===== src/rtl/alu_opcodes_pkg.sv =====
// Opcode map, FSM state encoding and opcode helpers shared by the
// sequential RISC-V ALU and its bench.
package alu_opcodes_pkg;

  typedef logic [4:0] alu_op_t;

  localparam alu_op_t ALU_ADD    = 5'd0;
  localparam alu_op_t ALU_SUB    = 5'd1;
  localparam alu_op_t ALU_XOR    = 5'd2;
  localparam alu_op_t ALU_OR     = 5'd3;
  localparam alu_op_t ALU_AND    = 5'd4;
  localparam alu_op_t ALU_SLL    = 5'd5;
  localparam alu_op_t ALU_SRL    = 5'd6;
  localparam alu_op_t ALU_SRA    = 5'd7;
  localparam alu_op_t ALU_SLTS   = 5'd8;
  localparam alu_op_t ALU_SLTU   = 5'd9;
  localparam alu_op_t ALU_LTS    = 5'd10;
  localparam alu_op_t ALU_LTU    = 5'd11;
  localparam alu_op_t ALU_GES    = 5'd12;
  localparam alu_op_t ALU_GEU    = 5'd13;
  localparam alu_op_t ALU_EQ     = 5'd14;
  localparam alu_op_t ALU_NE     = 5'd15;
  localparam alu_op_t ALU_MUL    = 5'd16;
  localparam alu_op_t ALU_MULH   = 5'd17;
  localparam alu_op_t ALU_MULHSU = 5'd18;
  localparam alu_op_t ALU_MULHU  = 5'd19;
  localparam alu_op_t ALU_DIV    = 5'd20;
  localparam alu_op_t ALU_DIVU   = 5'd21;
  localparam alu_op_t ALU_REM    = 5'd22;
  localparam alu_op_t ALU_REMU   = 5'd23;

  typedef logic [1:0] alu_seq_state_t;

  localparam alu_seq_state_t ST_IDLE = 2'd0;
  localparam alu_seq_state_t ST_DIV  = 2'd1;
  localparam alu_seq_state_t ST_DONE = 2'd2;

  function automatic logic is_div_op(input alu_op_t op);
    return (op == ALU_DIV) || (op == ALU_DIVU) || (op == ALU_REM) || (op == ALU_REMU);
  endfunction

endpackage


===== src/rtl/div_iter_riscv.sv =====
// Unsigned restoring divider, one quotient bit per clock. quo_o/rem_o carry
// the result of the iteration in progress, so they are final while done_o=1.
module div_iter_riscv #(
  parameter int XLEN = 32
) (
  input  logic            clk_i,
  input  logic            rst_i,
  input  logic            start_i,
  input  logic            kill_i,
  input  logic [XLEN-1:0] dividend_i,
  input  logic [XLEN-1:0] divisor_i,
  output logic            busy_o,
  output logic            done_o,
  output logic [XLEN-1:0] quo_o,
  output logic [XLEN-1:0] rem_o
);

  localparam int CNT_W = $clog2(XLEN);

  logic             busy_q;
  logic [CNT_W-1:0] cnt_q;
  logic [XLEN-1:0]  quo_q, rem_q, dsr_q;
  logic [XLEN:0]    trial;
  logic             ge;

  // Partial remainder stays below the divisor, so one extra bit holds the borrow.
  assign trial  = {rem_q, quo_q[XLEN-1]} - {1'b0, dsr_q};
  assign ge     = ~trial[XLEN];
  assign rem_o  = ge ? trial[XLEN-1:0] : {rem_q[XLEN-2:0], quo_q[XLEN-1]};
  assign quo_o  = {quo_q[XLEN-2:0], ge};
  assign busy_o = busy_q;
  assign done_o = busy_q && (cnt_q == CNT_W'(XLEN - 1));

  always_ff @(posedge clk_i) begin
    // NOTE: sequential state always uses non-blocking assignment so every
    // register samples pre-edge values regardless of statement order.
    if (rst_i || kill_i) begin
      busy_q <= 1'b0;
      cnt_q  <= '0;
    end else if (start_i) begin
      busy_q <= 1'b1;
      cnt_q  <= '0;
    end else if (busy_q) begin
      cnt_q <= cnt_q + CNT_W'(1);
      if (done_o) busy_q <= 1'b0;
    end
  end

  // NOTE: datapath registers carry no reset; they are always loaded by
  // start_i before busy_q lets anything observe them.
  always_ff @(posedge clk_i) begin
    if (start_i) begin
      quo_q <= dividend_i;
      rem_q <= '0;
      dsr_q <= divisor_i;
    end else if (busy_q) begin
      quo_q <= quo_o;
      rem_q <= rem_o;
    end
  end

endmodule


===== src/rtl/alu_seq_riscv.sv =====
// Handshaked RV32I/M execute-stage ALU: single-cycle ops and multiplies,
// iterative divide with sign handling, fast paths and kill.
module alu_seq_riscv
  import alu_opcodes_pkg::*;
#(
  parameter int XLEN    = 32,
  parameter int SHAMT_W = $clog2(XLEN)
) (
  input  logic            clk_i,
  input  logic            rst_i,
  input  logic            valid_i,
  output logic            ready_o,
  input  logic            kill_i,
  input  logic [4:0]      alu_op_i,
  input  logic [XLEN-1:0] a_i,
  input  logic [XLEN-1:0] b_i,
  output logic            valid_o,
  output logic [XLEN-1:0] result_o,
  output logic            flag_o
);

  localparam logic [XLEN-1:0] MIN_NEG = {1'b1, {(XLEN-1){1'b0}}};

  alu_seq_state_t    state_q;
  logic              valid_q, flag_q;
  logic [XLEN-1:0]   result_q;
  logic              q_neg_q, r_neg_q, rem_sel_q;

  logic              accept, signed_div, rem_op, a_neg, b_neg, div_fast, div_start;
  logic [XLEN-1:0]   a_mag, b_mag, res_c;
  logic              flag_c;
  logic              mul_a_sgn, mul_b_sgn;
  logic [2*XLEN-1:0] mul_a, mul_b, prod;
  logic              div_busy, div_done;
  logic [XLEN-1:0]   div_quo, div_rem, q_fix, r_fix;

  assign ready_o    = (state_q == ST_IDLE) && !div_busy;
  assign accept     = valid_i && ready_o && !kill_i;
  assign signed_div = (alu_op_i == ALU_DIV) || (alu_op_i == ALU_REM);
  assign rem_op     = (alu_op_i == ALU_REM) || (alu_op_i == ALU_REMU);
  assign a_neg      = signed_div && a_i[XLEN-1];
  assign b_neg      = signed_div && b_i[XLEN-1];
  assign a_mag      = a_neg ? -a_i : a_i;
  assign b_mag      = b_neg ? -b_i : b_i;
  assign div_fast   = (b_i == '0) || (signed_div && (a_i == MIN_NEG) && (b_i == '1));
  assign div_start  = accept && is_div_op(alu_op_i) && !div_fast;

  // One 2*XLEN multiplier covers all four variants by choosing the operand extension.
  assign mul_a_sgn = (alu_op_i == ALU_MULH) || (alu_op_i == ALU_MULHSU);
  assign mul_b_sgn = (alu_op_i == ALU_MULH);
  assign mul_a     = {{XLEN{mul_a_sgn & a_i[XLEN-1]}}, a_i};
  assign mul_b     = {{XLEN{mul_b_sgn & b_i[XLEN-1]}}, b_i};
  assign prod      = mul_a * mul_b;

  always_comb begin
    // NOTE: defaults first so no path through the case leaves a latch.
    res_c  = '0;
    flag_c = 1'b0;
    case (alu_op_i)
      ALU_ADD:    res_c = a_i + b_i;
      ALU_SUB:    res_c = a_i - b_i;
      ALU_XOR:    res_c = a_i ^ b_i;
      ALU_OR:     res_c = a_i | b_i;
      ALU_AND:    res_c = a_i & b_i;
      ALU_SLL:    res_c = a_i << b_i[SHAMT_W-1:0];
      ALU_SRL:    res_c = a_i >> b_i[SHAMT_W-1:0];
      ALU_SRA:    res_c = XLEN'($signed(a_i) >>> b_i[SHAMT_W-1:0]);
      ALU_SLTS:   res_c = XLEN'($signed(a_i) < $signed(b_i));
      ALU_SLTU:   res_c = XLEN'(a_i < b_i);
      ALU_LTS:    flag_c = $signed(a_i) < $signed(b_i);
      ALU_LTU:    flag_c = a_i < b_i;
      ALU_GES:    flag_c = $signed(a_i) >= $signed(b_i);
      ALU_GEU:    flag_c = a_i >= b_i;
      ALU_EQ:     flag_c = a_i == b_i;
      ALU_NE:     flag_c = a_i != b_i;
      ALU_MUL:    res_c = prod[XLEN-1:0];
      ALU_MULH,
      ALU_MULHSU,
      ALU_MULHU:  res_c = prod[2*XLEN-1:XLEN];
      // Only the fast-path values matter here; normal divides go to the divider.
      ALU_DIV:    res_c = (b_i == '0) ? '1 : a_i;
      ALU_DIVU:   res_c = '1;
      ALU_REM:    res_c = (b_i == '0) ? a_i : '0;
      ALU_REMU:   res_c = a_i;
      default:    res_c = '0;
    endcase
  end

  div_iter_riscv #(.XLEN(XLEN)) u_div (
    .clk_i      (clk_i),
    .rst_i      (rst_i),
    .start_i    (div_start),
    .kill_i     (kill_i && (state_q == ST_DIV)),
    .dividend_i (a_mag),
    .divisor_i  (b_mag),
    .busy_o     (div_busy),
    .done_o     (div_done),
    .quo_o      (div_quo),
    .rem_o      (div_rem)
  );

  assign q_fix = q_neg_q ? -div_quo : div_quo;
  assign r_fix = r_neg_q ? -div_rem : div_rem;

  always_ff @(posedge clk_i) begin
    if (rst_i) begin
      state_q   <= ST_IDLE;
      valid_q   <= 1'b0;
      result_q  <= '0;
      flag_q    <= 1'b0;
      q_neg_q   <= 1'b0;
      r_neg_q   <= 1'b0;
      rem_sel_q <= 1'b0;
    end else begin
      valid_q <= 1'b0;
      case (state_q)
        ST_IDLE: begin
          if (div_start) begin
            state_q   <= ST_DIV;
            q_neg_q   <= a_neg ^ b_neg;
            r_neg_q   <= a_neg;
            rem_sel_q <= rem_op;
          end else if (accept) begin
            result_q <= res_c;
            flag_q   <= flag_c;
            valid_q  <= 1'b1;
          end
        end
        ST_DIV: begin
          if (kill_i) begin
            state_q <= ST_IDLE;
          end else if (div_done) begin
            // Result lands with the DONE state so valid_o is high exactly while in DONE.
            state_q  <= ST_DONE;
            result_q <= rem_sel_q ? r_fix : q_fix;
            flag_q   <= 1'b0;
            valid_q  <= 1'b1;
          end
        end
        default: state_q <= ST_IDLE;
      endcase
    end
  end

  assign valid_o  = valid_q;
  assign result_o = result_q;
  assign flag_o   = flag_q;

endmodule


===== config.mk =====
export PLATFORM = sky130hd
export DESIGN_NAME = alu_seq_riscv
export DESIGN_NICKNAME = d
export VERILOG_FILES = /design/src/rtl/alu_opcodes_pkg.sv /design/src/rtl/div_iter_riscv.sv /design/src/rtl/alu_seq_riscv.sv
export SDC_FILE = /design/constraint.sdc
export NUM_CORES = 2
export LEC_CHECK = 0
export CAP_MARGIN = 25
export CORE_MARGIN = 2
export CORE_UTILIZATION = 60
export CTS_CLUSTER_DIAMETER = 50
export DETAILED_ROUTE_END_ITERATION = 6
export DONT_BUFFER_PORTS = 1
export GPL_TIMING_DRIVEN = 0
export PLACE_DENSITY = 0.76
export SKIP_CTS_REPAIR_TIMING = 1
export SKIP_LAST_GASP = 1
export SLEW_MARGIN = 10
export SYNTH_ARGS = -nofsm -noshare
export SYNTH_HDL_FRONTEND = slang
export SYNTH_SLANG_ARGS = --single-unit
export TNS_END_PERCENT = 30

===== constraint.sdc =====
create_clock -name clk_i -period 22.7 [get_ports clk_i]
set_clock_uncertainty 0.15 [all_clocks]
set_input_delay 3.405 -clock clk_i [delete_from_list [all_inputs] [get_ports clk_i]]
set_output_delay 3.405 -clock clk_i [all_outputs]
set_load 0.02 [all_outputs]

# After elaboration in Yosys (flattened, before gate mapping)
# Index checks and enable logic that the tools add are counted.
op_classes:
  eq_ne: 35
  add_sub_neg: 8
  bitwise_logic: 7
  reduce_logical: 32
  order_cmp: 4
  n_mul: 1
  shifts: 3
  n_mux: 34
op_table:
  columns: ["op", "n"]
  rows:
  - ["$pmux 32 s16", 1]
  - ["$mux 32", 14]
  - ["$neg 32->32", 4]
  - ["$eq 32x32->1 const B", 2]
  - ["$ge 32x32->1", 2]
  - ["$lt 32x32->1", 2]
  - ["$mul 33x33->64", 1]
  - ["$pmux 32 s2", 1]
  - ["$eq 5x5->1 const B", 9]
  - ["$eq 5x4->1 const B", 8]
  - ["$sub 33x32->33", 1]
  - ["$add 32x32->32", 1]
  - ["$and 32x32->32", 1]
  - ["$eq 32x32->1", 1]
  - ["$logic_not 32->1", 1]
  - ["$ne 32x32->1", 1]
  - ["$or 32x32->32", 1]
  - ["$shl 32x5->32", 1]
  - ["$shr 32x5->32", 1]
  - ["$sshr 32x5->32", 1]
  - ["$sub 32x32->32", 1]
  - ["$xor 32x32->32", 1]
  - ["$eq 5x3->1 const B", 4]
  - ["$logic_and 1x1->1", 11]
  - ["23 further kinds", 53]
word_totals:
  wordCells: 136
  out_inout_bits: 35
  in_bits: 73
  ff_bits: 141

# Depth between registers and ports, before layout
depth:
  word_depth: 9
  mapped_depth: 36
  mapped_depth_nobuf: 32

# Cells and area by module
# A second synthesis with hierarchy kept.
unflattened:
  cells_unflattened: 7011
  hier_area_um2: 57508.9
modules_own_cells:
  columns: ["mod", "cells_each", "instances", "area_each_um2", "seq_area_each_um2"]
  rows:
  - ["alu_seq_riscv", 6360, 1, 51089.0, 780.7]
  - ["div_iter_riscv", 651, 1, 6419.9, 2682.6]

# Least setup slack after synthesis
# No wires, ideal clock.
synth_path:
  path_type: "input to register"
  from: "input port b_i[3]"
  to: "register result_q[25] (netlist: result_o[25])"
  cell_stages: 30
  arrival_ns: 12.228
  n_path_buf: 5
  setup_ns: 0.103
  slack_ns: 10.219
  required_ns: 22.447
  cell_sequence: "clkbuf_1 clkbuf_1 clkbuf_1 clkbuf_1 buf_1 nand3_1 fa_1 fa_1 inv_1 fa_1 inv_1 fa_1 inv_1 fa_1 fa_1 fa_1 inv_1 fa_1 inv_1 ha_1 and4_1 and2_1 nand2_1 or3_1 nand2_1 a41oi_1 xor2_1 o2111ai_1 a211oi_1 a2111oi_2"
synth_between:
  elab_chain_len: 7
  elab_cells_between_ends: 20
  classes_between: "add/sub: 2; mul: 1; eq/ne: 2; shift: 3; mux: 6; reduce/logical: 6"
synth_lines:
  columns: ["item", "line", "source"]
  rows:
  - ["from (decl)", "alu_seq_riscv.sv:16", "input logic [XLEN-1:0] b_i,"]
  - ["branches (longest 7 deep; another with $mul 33x33->64)", null, null]
  - ["to (signal assigned)", "alu_seq_riscv.sv:124", "result_q <= res_c;"]
  - ["to (signal assigned)", "alu_seq_riscv.sv:135", "result_q <= rem_sel_q ? r_fix : q_fix;"]
  - ["to (decl)", "alu_seq_riscv.sv:26", "logic [XLEN-1:0] result_q;"]
# Several ways; the timed one is not identified. The select of a mux whose other input is x is not followed.
# A chain may end at the register's enable or synchronous reset.

# Worst setup path after layout
layout_path:
  from: "input port b_i[3]"
  to: "register result_q[31] (netlist: result_o[31])"
# The elaborated chain is that of the path after synthesis.

==> run_results.csv <==
group,metric,value,unit
synthesis,synth_area_per_cell,8.21,um^2
grt,grt_pass1_wl,404000,um
timing,worst_slack,6.01,ns
floorplanning,chipWidth,314,um
synthesis,synth_seq_cells,141,
clocking,cts_tree,"done",
placed_design,port_buffers,0,
outcome,violations,"DRC",
outcome,status,"complete, but fails checks",
timing,setup_viol,0,
synthesis,ys_seq_area_share,6.01,%
timing,rsz0062_at_grt,"false",
synthesis,synth.most_common_cell,"inv_1",
floorplanning,core-area,0.0950,mm^2
synthesis,dominantRegCellSynth,"dfxtp_1",
grt,grt_pass1_vias,57700,
finish,area.growth.synth_to_final,5.55,%
worst_setup_path,crit_type,"input port to flip-flop",
floorplanning,ios,108,
timing,tns,0,ns
floorplanning,die_h,314,um
worst_setup_path,arrival,16.87,ns
clocking,clk_path_buf_depth,2,
clocking,path_clk_slew,0.06,ns
floorplanning,die_area,0.0985,mm^2
route,first_iter_violations,10100,
placed_design,place_congestion,1.16,
clocking,ctsHtreeMaxLevel,4,
synthesis,synthArstFlopShare,0,%
placed_design,placed_cells,8330,
worst_setup_path,endpoint_kind,"flip-flop",
timing,drv_slew,0,
finish,stdcell_count,8413,
worst_setup_path,cp_slowest_cell,"fa_1",
route,drtPass1Iterations,7,
worst_setup_path,cp-start-kind,"input port",
synthesis,ys_warn_count,0,
worst_setup_path,critPathMaxStageDelay,0.92,ns
timing,relSlewSlack,10.1,%
floorplanning,start_util,60.6,%
timing,tightest_slew,1.35,ns
route,avgViaCountPerCell,6.92,
route,wl,285000,um
route,avgRoutedWirePerCell,33.9,um
route,detail-route-antenna-nets,0,
grt,track_usage,58.1,%
synthesis,synth.top_cell.area_share,39.2,%
worst_setup_path,r2r_slack,15.11,ns
job,maxCapViolCount,0,
finish,final_nets,8654,
grt,grt_overflow,0,
timing,fmax,59.9,MHz
floorplanning,num_rows,113,
placed_design,place_ws,6.48,ns
synthesis,synth_cell_type_count,95,
synthesis,synth_commonest_cells,"1335 x inv_1, 1128 x fa_1, 1026 x nand2_1",
clocking,cts_made_buffers,17,
worst_setup_path,path_max_fanout,11,
timing,final_hold_viol_count,0,
grt,antenna_found_initial,40,
synthesis,synthCells,7010,
synthesis,yosys-top-cells-area,"fa_1 39%, inv_1 8.7%, ha_1 7.6%",
clocking,numClockSinks,141,
worst_setup_path,cp.required,22.88,ns
route,drcViolationCount,61,
synthesis,synthesis.area,0.0576,mm^2
synthesis,synth.largest_area_cell,"fa_1",
synthesis,synth_edf_count,64,
grt,grt_max_degree,41,
timing,period_needed,16.69,ns
clocking,clk-insertion-delay-late,0.45,ns
synthesis,syn-num-nets,8559,
placed_design,dp_hpwl,237000,um
clocking,clock-root-buffer,"clkbuf_16",
timing,fin_crit_sh,73.5,%
worst_setup_path,worst_path_most_repeated_cell,"fa_1",
route,vias,58200,
hold_path,holdCritPathClass,"flip-flop to flip-flop",
finish,drive_gt1_share,3.39,%
[worst max-delay path: cells and delay by family]
family	cells	cell delay, ns
and+or+nand+nor	3	0.76
adders and majority gates	9	5.32
buffers and inverters	10	4.13
AOI/OAI and AO/OA	8	2.45
muxes	1	0.74
[cell usage in the layout, fill, tap and decap left out, types with 52 or more instances in the layout]
master,instances
inv_1,1335
fa_1,1128
nand2_1,1026
nor2_1,637
ha_1,348
clkbuf_1,342
a21oi_1,268
o21ai_0,258
xnor2_1,161
buf_1,96
nand3_1,79
dfxtp_1,77
nor3_1,69
a21o_1,65
mux2i_1,64
edfxtp_1,64
mux4_2,55
a211oi_1,52
[flip-flops by register name (all words and copies together), names as in the netlist]
| signal | count |
|---|---|
| valid_o | 1 |
| u_div.rem_q | 32 |
| u_div.busy_o | 1 |
| q_neg_q | 1 |
| state_q | 2 |
| r_neg_q | 1 |
| u_div.quo_q | 32 |
| rem_sel_q | 1 |
| result_o | 32 |
| flag_o | 1 |
| u_div.dsr_q | 32 |
| u_div.cnt_q | 5 |
[layer usage]
metal	track usage, %	wire, um
met1	68.6	91500
met2	78.6	110000
met3	30.3	52400
met4	46.7	30900
met5	0.822	228
[metrics by stage]
step | util, % | hold WS (ns) | cell area, um^2
global placement | 62.3 | 0.331 | 59200
detailed placement | 63.0 | 0.347 | 59900
finish | 64.0 | 0.365 | 60800
CTS | 63.6 | 0.358 | 60500
global route | 63.9 | 0.398 | 60700
floorplan | - | 0.301 | 57600
[kinds of logic after synthesis]
kind of cell | synth area share [%]
AO/OA/AOI/OAI | 13.1
XOR/XNOR | 3.19
adder cells (fa/ha/maj) | 46.8
buffers and inverters | 11.9
flip-flops | 6.01
multiplexers | 3.56
AND/OR/NAND/NOR | 15.5
[final cells by class]
type,count,area [um^2]
Multi-Input combinational cell,5054,47300
Fill cell,8010,34200
Inverter,1362,5110
Sequential cell,141,3460
Buffer,453,1720
Tap cell,1265,1580
Timing Repair Buffer,76,936
Clock buffer,23,497
Clock inverter,9,83.8
Antenna cell,30,75.1
[worst paths after layout]
| check | cells after the start | start | end |
|---|---|---|---|
| worst max-delay path | 31 | b_i[3] | result_o[31] |
| worst min-delay path | 2 | u_div.rem_q[7] | u_div.rem_q[7] |
| worst max register to register | 23 | u_div.quo_q[31] | result_o[26] |
| worst min register to register | 2 | u_div.rem_q[7] | u_div.rem_q[7] |
Power is not shown: default switching activity piles up to over one toggle a cycle in this logic, so the estimate is an artifact.
